==> src/rtl/div_pkg.sv <==
// -----------------------------------------------------------------------------
// div_pkg
//   Shared constants and types for the radix-2 non-restoring divider.
//
//   Contents:
//     DIV_W            default operand/result width
//     S_IDLE..S_DONE   bit index of each state inside the one-hot state vector
//     div_state_t      one-hot state encoding built from those indices
//     DIV_ZERO_QUOT    quotient reported for a divide-by-zero (all ones)
//     div_cnt_last()   terminal value of the iteration counter for width n
//     DIV_CNT_LAST     terminal counter value for the default width
// -----------------------------------------------------------------------------
package div_pkg;

  localparam int DIV_W = 32;

  // One bit per state; the index says which bit is hot.
  localparam int S_IDLE    = 0;
  localparam int S_INIT    = 1;
  localparam int S_ITER    = 2;
  localparam int S_CORRECT = 3;
  localparam int S_SIGNFIX = 4;
  localparam int S_DONE    = 5;
  localparam int S_NUM     = 6;

  typedef enum logic [S_NUM-1:0] {
    ST_IDLE    = 6'(1 << S_IDLE),
    ST_INIT    = 6'(1 << S_INIT),
    ST_ITER    = 6'(1 << S_ITER),
    ST_CORRECT = 6'(1 << S_CORRECT),
    ST_SIGNFIX = 6'(1 << S_SIGNFIX),
    ST_DONE    = 6'(1 << S_DONE)
  } div_state_t;

  localparam logic [DIV_W-1:0] DIV_ZERO_QUOT = '1;

  // The counter starts at 0 and the last iteration runs while it holds n-1.
  function automatic int div_cnt_last(input int n);
    return n - 1;
  endfunction

  localparam int DIV_CNT_LAST = div_cnt_last(DIV_W);

endpackage

==> src/rtl/div_addsub_step.sv <==
// -----------------------------------------------------------------------------
// div_addsub_step
//   One combinational non-restoring division step on the {A,Q} register pair.
//   {A,Q} is shifted left by one; the shifted A then has M subtracted when the
//   incoming A is non-negative, or added when it is negative. The new quotient
//   bit is the inverted sign of the resulting A.
//
//   The add/subtract is written as a single adder with a conditionally
//   inverted operand and carry-in so a different adder can be dropped in
//   without touching the surrounding logic.
//
//   Parameters:
//     N       operand width (A is N+1 bits, Q is N bits)
//   Ports:
//     a       in   N+1  partial remainder before the step (two's complement)
//     q       in   N    partial quotient before the step
//     m       in   N+1  divisor magnitude, zero-extended
//     a_next  out  N+1  partial remainder after the step
//     q_next  out  N    partial quotient after the step
// -----------------------------------------------------------------------------
module div_addsub_step #(
  parameter int N = 32
) (
  input  logic [N:0]   a,
  input  logic [N-1:0] q,
  input  logic [N:0]   m,
  output logic [N:0]   a_next,
  output logic [N-1:0] q_next
);

  logic [N:0] a_shift;
  logic       sub;
  logic [N:0] operand;

  always_comb begin
    a_shift = {a[N-1:0], q[N-1]};
    sub     = ~a[N];
    // a_shift - m == a_shift + ~m + 1
    operand = sub ? ~m : m;
    a_next  = a_shift + operand + {{N{1'b0}}, sub};
    q_next  = {q[N-2:0], ~a_next[N]};
  end

endmodule

==> src/rtl/radix2_nr_divider.sv <==
// -----------------------------------------------------------------------------
// radix2_nr_divider
//   Sequential signed integer divider using radix-2 non-restoring division,
//   one quotient bit per clock. Operands are converted to magnitudes, divided
//   unsigned on an A/Q register pair, and the signs are reapplied at the end.
//   The quotient truncates toward zero and the remainder takes the sign of the
//   dividend. Divide-by-zero reports an all-ones quotient, the dividend as the
//   remainder and raises dz.
//
//   State sequence (one-hot):
//     IDLE -> INIT -> ITER (N cycles) -> CORRECT -> SIGNFIX -> DONE -> IDLE
//
//   Build option:
//     DIV_FAST_ZERO_EN  when defined, a zero divisor seen in INIT writes the
//                       divide-by-zero results directly and jumps to DONE.
//                       Result values are the same either way.
//
//   Handshake: start is sampled only while IDLE; a start in any other state is
//   dropped. busy is high in every state but IDLE. done pulses for the single
//   DONE cycle, and quotient/remainder/dz stay stable from then until the next
//   accepted operation rewrites them.
//
//   Parameters:
//     N          operand/result width
//   Ports:
//     clk        in   1  clock, rising edge
//     rst_b      in   1  asynchronous active-low reset
//     start      in   1  operation request
//     X          in   N  dividend, two's complement
//     Y          in   N  divisor, two's complement
//     busy       out  1  operation in progress
//     done       out  1  one-cycle completion pulse
//     quotient   out  N  signed quotient
//     remainder  out  N  signed remainder
//     dz         out  1  divide-by-zero flag for the last operation
// -----------------------------------------------------------------------------
module radix2_nr_divider
  import div_pkg::*;
#(
  parameter int N = DIV_W
) (
  input  logic         clk,
  input  logic         rst_b,
  input  logic         start,
  input  logic [N-1:0] X,
  input  logic [N-1:0] Y,
  output logic         busy,
  output logic         done,
  output logic [N-1:0] quotient,
  output logic [N-1:0] remainder,
  output logic         dz
);

  localparam int CW       = (N > 1) ? $clog2(N) : 1;
  localparam int CNT_LAST = div_cnt_last(N);
  localparam logic [N-1:0] ZERO_QUOT = {N{DIV_ZERO_QUOT[0]}};

  div_state_t state;
  div_state_t state_nxt;

  logic [N-1:0]  x_lat;
  logic [N-1:0]  y_lat;
  logic [N:0]    a;
  logic [N-1:0]  q;
  logic [N:0]    m;
  logic [CW-1:0] cnt;
  logic          sq;
  logic          sr;

  logic [N-1:0]  abs_x;
  logic [N-1:0]  abs_y;
  logic          y_zero;
  logic [N:0]    a_step;
  logic [N-1:0]  q_step;
  logic [N-1:0]  quot_signed;
  logic [N-1:0]  rem_signed;

  // ---------------------------------------------------------------------------
  // Operand magnitudes and sign restoration. The magnitude of the most
  // negative value is 2^(N-1), which still fits as an unsigned N-bit number.
  // ---------------------------------------------------------------------------
  always_comb begin
    abs_x       = x_lat[N-1] ? -x_lat : x_lat;
    abs_y       = y_lat[N-1] ? -y_lat : y_lat;
    y_zero      = (y_lat == '0);
    quot_signed = sq ? -q : q;
    rem_signed  = sr ? -a[N-1:0] : a[N-1:0];
  end

  div_addsub_step #(
    .N (N)
  ) u_step (
    .a      (a),
    .q      (q),
    .m      (m),
    .a_next (a_step),
    .q_next (q_step)
  );

  // ---------------------------------------------------------------------------
  // Control FSM
  // ---------------------------------------------------------------------------
  always_ff @(posedge clk or negedge rst_b) begin
    if (!rst_b) begin
      state <= ST_IDLE;
    end else begin
      state <= state_nxt;
    end
  end

  always_comb begin
    state_nxt = state;
    busy      = 1'b1;
    done      = 1'b0;
    case (state)
      ST_IDLE: begin
        busy = 1'b0;
        if (start) begin
          state_nxt = ST_INIT;
        end
      end
      ST_INIT: begin
`ifdef DIV_FAST_ZERO_EN
        state_nxt = y_zero ? ST_DONE : ST_ITER;
`else
        state_nxt = ST_ITER;
`endif
      end
      ST_ITER: begin
        if (cnt == CW'(CNT_LAST)) begin
          state_nxt = ST_CORRECT;
        end
      end
      ST_CORRECT: begin
        state_nxt = ST_SIGNFIX;
      end
      ST_SIGNFIX: begin
        state_nxt = ST_DONE;
      end
      ST_DONE: begin
        done      = 1'b1;
        state_nxt = ST_IDLE;
      end
      default: begin
        state_nxt = ST_IDLE;
      end
    endcase
  end

  // ---------------------------------------------------------------------------
  // Datapath registers
  // ---------------------------------------------------------------------------
  always_ff @(posedge clk or negedge rst_b) begin
    if (!rst_b) begin
      x_lat     <= '0;
      y_lat     <= '0;
      a         <= '0;
      q         <= '0;
      m         <= '0;
      cnt       <= '0;
      sq        <= 1'b0;
      sr        <= 1'b0;
      dz        <= 1'b0;
      quotient  <= '0;
      remainder <= '0;
    end else begin
      case (state)
        ST_IDLE: begin
          if (start) begin
            x_lat <= X;
            y_lat <= Y;
          end
        end
        ST_INIT: begin
          a   <= '0;
          q   <= abs_x;
          m   <= {1'b0, abs_y};
          cnt <= '0;
          sq  <= x_lat[N-1] ^ y_lat[N-1];
          sr  <= x_lat[N-1];
          dz  <= y_zero;
`ifdef DIV_FAST_ZERO_EN
          if (y_zero) begin
            quotient  <= ZERO_QUOT;
            remainder <= x_lat;
          end
`endif
        end
        ST_ITER: begin
          a   <= a_step;
          q   <= q_step;
          cnt <= cnt + CW'(1);
        end
        ST_CORRECT: begin
          // A negative final partial remainder is one M short of the true one.
          if (a[N]) begin
            a <= a + m;
          end
        end
        ST_SIGNFIX: begin
          if (dz) begin
            quotient  <= ZERO_QUOT;
            remainder <= x_lat;
          end else begin
            quotient  <= quot_signed;
            remainder <= rem_signed;
          end
        end
        default: begin
        end
      endcase
    end
  end

endmodule

==> config.mk <==
export PLATFORM = sky130hd
export DESIGN_NAME = radix2_nr_divider
export DESIGN_NICKNAME = d
export VERILOG_FILES = /design/src/rtl/div_pkg.sv /design/src/rtl/div_addsub_step.sv /design/src/rtl/radix2_nr_divider.sv
export SDC_FILE = /design/constraint.sdc
export NUM_CORES = 1
export LEC_CHECK = 0
export ABC_CLOCK_PERIOD_IN_PS = 6500
export CAP_MARGIN = 30
export CORE_MARGIN = 8
export CORE_UTILIZATION = 55
export DETAILED_ROUTE_END_ITERATION = 6
export PLACE_DENSITY = 0.81
export SETUP_SLACK_MARGIN = 0.2
export SYNTH_ARGS = -nofsm -noshare
export SYNTH_HDL_FRONTEND = slang
export SYNTH_HIERARCHICAL = 1
export SYNTH_SLANG_ARGS = --single-unit
==> constraint.sdc <==
create_clock -name clk -period 6.5 [get_ports clk]
set_input_delay 1.3 -clock clk [delete_from_list [all_inputs] [get_ports clk]]
set_output_delay 1.3 -clock clk [all_outputs]
set_load 0.05 [all_outputs]
## After elaboration in Yosys (flattened, before gate mapping)

Cells that the tools add are included.

| storage, ports and cells | value |
|---|---|
| output and inout port bits | 67 |
| input port bits | 67 |
| flip-flop bits (word level) | 239 |
| word-level logic and storage cells | 57 |

| cells by class | value |
|---|---|
| bitwise gates (word level) | 4 |
| reductions and logical operators | 6 |
| $add $sub $neg | 8 |
| equality and inequality tests | 10 |
| mux-type cells | 16 |

Operator list:

| kind | number |
|---|---|
| 32-bit two-way mux | 6 |
| 32-bit negation | 4 |
| 33-bit one-hot mux with 3 select lines | 1 |
| 33-bit two-way mux | 2 |
| 32-bit one-hot mux with 2 select lines | 1 |
| 33-bit by 1-bit adder with 33-bit output | 1 |
| 33-bit by 32-bit adder with 33-bit output | 1 |
| 33-bit adder | 1 |
| 32-bit NOT with 33-bit output | 1 |
| 32-bit logical NOT | 1 |
| 6-bit one-hot mux with 5 select lines | 1 |
| 6-bit two-way mux | 2 |
| 5-bit one-hot mux with 2 select lines | 1 |
| 6-bit by 1-bit == test with 1-bit output (second input constant) | 1 |
| 6-bit by 2-bit == test with 1-bit output (second input constant) | 1 |
| 6-bit by 3-bit == test with 1-bit output (second input constant) | 1 |
| 6-bit by 4-bit == test with 1-bit output (second input constant) | 1 |
| 6-bit by 5-bit == test with 1-bit output (second input constant) | 1 |
| 6-bit == test (second input constant) | 1 |
| 2-bit inequality test (second input constant) | 3 |
| 2-bit AND reduction | 3 |
| 5-bit by 1-bit adder with 5-bit output (second input constant) | 1 |
| 5-bit == test (second input constant) | 1 |
| 3-bit nonzero test | 1 |
| 4 further kinds | 6 |

## Longest topological paths before layout

| depth | value |
|---|---|
| depth in word-level cells | 6 |
| mapped depth | 14 |
| gate-level depth less buffers | 11 |

## Cells and area by module

Netlist, hierarchy kept.

Modules (own cells, without submodules):

| module | area each (µm²) | times used | cells each | seq. area each (µm²) |
|---|---|---|---|---|
| radix2_nr_divider | 13741.9 | 1 | 1597 | 5982.0 |
| div_addsub_step | 2606.2 | 1 | 366 | 0.0 |

## Worst setup path after synthesis

No wires, ideal clock.

| path | value |
|---|---|
| path type | register to output |
| start point | reg state[1] |
| end point | out done |
| arrival | 1892 ps |
| path slack | 3308 ps |
| stages on the path, launching flop included | 5 |
| data required time | 5200 ps |
| path buffers | 1 |
| cell sequence | dfrtp_1 -> clkbuf_1 -> nor2_1 -> nand2_1 -> nor3b_1 |

| between the ends | value |
|---|---|
| longest elaborated chain between the ends | 2 |

Ends and longest elaborated chain:

| item | RTL line | source |
|---|---|---|
| from (decl) | radix2_nr_divider.sv:58 | `div_state_t state;` |
| from (signal assigned) | radix2_nr_divider.sv:107 | `state <= state_nxt;` |
| 6-bit == test | radix2_nr_divider.sv:115 | `case (state)` |
| 1-bit two-way mux | radix2_nr_divider.sv:115 |  |
| to (decl) | radix2_nr_divider.sv:48 | `output logic done,` |

No other way between the ends.

## Final worst setup path

| path | value |
|---|---|
| start point | reg state[1] |
| end point | out busy |

| between the ends | value |
|---|---|
| longest elaborated chain between the ends | 2 |

Ends and longest elaborated chain:

| item | RTL line | source |
|---|---|---|
| 6-bit by 1-bit == test with 1-bit output | radix2_nr_divider.sv:115 |  |
| 1-bit two-way mux | radix2_nr_divider.sv:115 |  |
| to (decl) | radix2_nr_divider.sv:47 | `output logic busy,` |

No other way between the ends.

==> results by group <==
Floorplan
  • Die width: 188 microns
  • Die ar.: 35500 sq um
  • Core area: 29500 sq um
  • Num rows: 63
  • Top-Level Pins: 134
  • Die Y-Extent: 188 microns
  • Starting density of the core: 55.5%

Layout
  • Multi-input gate area: 9580 sq um
  • Ant diodes: 0
  • # fillers: 2426
  • Area grow syn2layout: 14.6%
  • Register area: 5980 sq um
  • # nets final: 2142
  • Fin util: 63.6%
  • Layout cells sized above 1: 5.58%

Global route
  • Grt ovf: 0
  • Vias in the first global route: 14502
  • Global-route wire length before repair: 76700 microns
  • Largest net degree at the start of global routing: 149
  • GRT Util Overall: 25.9%
  • Initial antenna violation count: 0

Critical path
  • Startpoint Class: register
  • WS Path Type: reg2out
  • Critical Path End Type: output pin
  • FF-to-FF path depth: 12
  • CP arrival: 2460 ps
  • Critical Path RT: 5200 ps
  • Crit Path Max Fanout: 6

Clock network
  • CTS root buf: clkbuf_16
  • CTS tree: yes
  • Cts bufs inserted: 27
  • Gates resized, CTS repair: 0
  • H-tree levels: 1
  • Clk Latency, worst-skew pair: 550 ps
  • Post-CTS Hold Fix Bufs: 0
  • Post-CTS Repair Setup Buffers: 0
  • Worst-path clk slew: 60 ps
  • CTS Sinks: 239
  • Max clock buf depth: 3

Logic synthesis
  • Cells after Synth: 1963
  • Synth top area cells: dfrtp_1 36%, nand2_1 8.7%, xor2_1 6.5%, o21ai_0 5.4%, ha_1 5.3%
  • Post-synth top cells: 381 x nand2_1, 238 x dfrtp_1, 178 x o21ai_0
  • Top cell type's share of synthesized area: 36.4%
  • Net count after synthesis: 2101
  • Post-synthesis sequential area ratio: 36.6%
  • Syn avg cell area: 8.33 sq um
  • Synth Register Bits: 239
  • Count leader, synth: nand2_1
  • Synth Warn #: 6
  • Number of synthesized flops with an enable pin: 0
  • Ys async rst share: 100%
  • Most used DFF post-synth: dfrtp_1
  • Post-synth top area cell: dfrtp_1
  • Area of the mapped netlist: 16300 sq um
  • Post-synthesis cell type count: 93

Hold path
  • Hold path cells: 2
  • Worst hold path class: reg2reg

Routing
  • Average routed wire per standard cell: 19.5 microns
  • Routed vias: 14914
  • Iteration-0 DRC Markers: 1305
  • Post-DRT Antenna Nets: 0
  • Drt first pass iters: 7
  • DRC viols: 1
  • Post-Route WL: 47200 microns
  • DR vias/cell: 6.18

STA
  • Final min period: 3760 ps
  • Final Setup Violations: 0
  • Fin Setup TNS: 0 ps
  • Final hold vios: 0
  • Slew margin rel.: 29.8%
  • RSZ-0062 raised after global routing: no
  • Worst-Margin Slew: 1050 ps
  • Slew Viols, Final: 0
  • Clock Skew: 19.1 ps
  • Final period util: 57.8%
  • Max Freq: 266 MHz

Placement
  • PortBufs: 133
  • GP Congestion: 0.997
  • Post-detail-place hpwl: 34000 microns

Run status
  • Status: finished with violations
  • Failing checks: design-rule violations

Power and ir drop
  • Pwr Density: 524 nW/um^2
  • Worst VDD drop: 0.343 mV
  • Leakage: 8.23 nW

Flow run
  • Max Cap Violations: 0
[cells by family (layout without fill, tap and decap cells)]
logic type | Yosys count | after routing | share of synthesized area (%)
AO/OA/AOI/OAI | 546 | 546 | 21.2
adder cells (fa/ha/maj) | 71 | 71 | 5.53
buffers and inverters | 177 | 239 | 4.85
AND/OR/NAND/NOR | 719 | 719 | 20.5
XOR/XNOR | 203 | 203 | 10.9
multiplexers | 7 | 7 | 0.429
flip-flops | 239 | 239 | 36.6
other | 1 | 1 | 0.0229
[sequential cells by signal, summed over array words and instances, names as in the netlist, 5 cells and up]
register and cells:
y_lat 32, x_lat 32, q 32, cnt 5, quotient 32, state 6
a 33, remainder 32, m 32
[cell type report]
| cell class | instances | area share (%) |
|---|---|---|
| repair buffers | 151 | 8.20 |
| flip-flops and latches | 239 | 31.9 |
| multi-input cells | 1547 | 51.1 |
| clock inverters | 10 | 1.06 |
| clock buffers | 40 | 4.29 |
| well taps | 390 | 2.60 |
| inverters | 38 | 0.761 |
[path summary, 6_finish.rpt]
kind | slack (ps) | start | end
max | 2740 | state[1] | busy
min | 460 | quotient[29] | quotient[29]
max reg2reg | 2980 | a[32] | a[30]
min reg2reg | 460 | quotient[29] | quotient[29]
max in group asynchronous | 4490 | rst_b | q[0]
min in group asynchronous | 720 | rst_b | a[23]
[power breakdown]
| part | total, W | switching (W) | internal [W] |
|---|---|---|---|
| Sequential | 0.00275 | 0.000805 | 0.00194 |
| Combinational | 0.00537 | 0.00320 | 0.00217 |
| Clock | 0.00170 | 0.000644 | 0.00106 |
| Total | 0.00982 | 0.00465 | 0.00517 |
[routing by layer]
layer	wire length, microns	vias up	global-route usage, %	share of wire (%)
li1	-	6981	-	-
met2	21300	691	41.0	45
met4	1680	0	9.05	3.6
met5	0	-	0	0
met3	4100	110	4.25	8.7
met1	20100	7132	35.6	43
[stage by stage]
stage	setup slack, ps	area, sq um	instances	total power [W]	hold WS, ps
after detailed placement	3020	17700	2363	0.00792	456
after CTS	2730	18700	2413	0.00969	469
after global routing	2620	18700	2415	0.0105	494
after global placement	3150	17700	2362	0.00781	451
final	2740	18700	2415	0.00982	464
after floorplan	3310	16300	1963	0.00671	445
[critical path, cell delays in order (launching register included)]
cell,delay (ps)
dfrtp_1,430
nor2_1,250
nand2_1,120
nor3b_1,330
inv_1,70
clkdlybuf4s50_1,710
[cell usage in the layout, fill, tap and decap left out, drive strengths merged, types with 20 or more instances in the layout]
cell type	count
nor2	126
or4	20
inv	41
or3	25
o31ai	41
ha	69
clkbuf	40
o21ai	195
nand3	28
clkdlybuf4s50	132
nor3	22
dfrtp	238
xnor2	82
and3	22
a22oi	33
xor2	121
a21oi	145
nand2	381
Note: power is estimated with default switching activity, not from simulation.
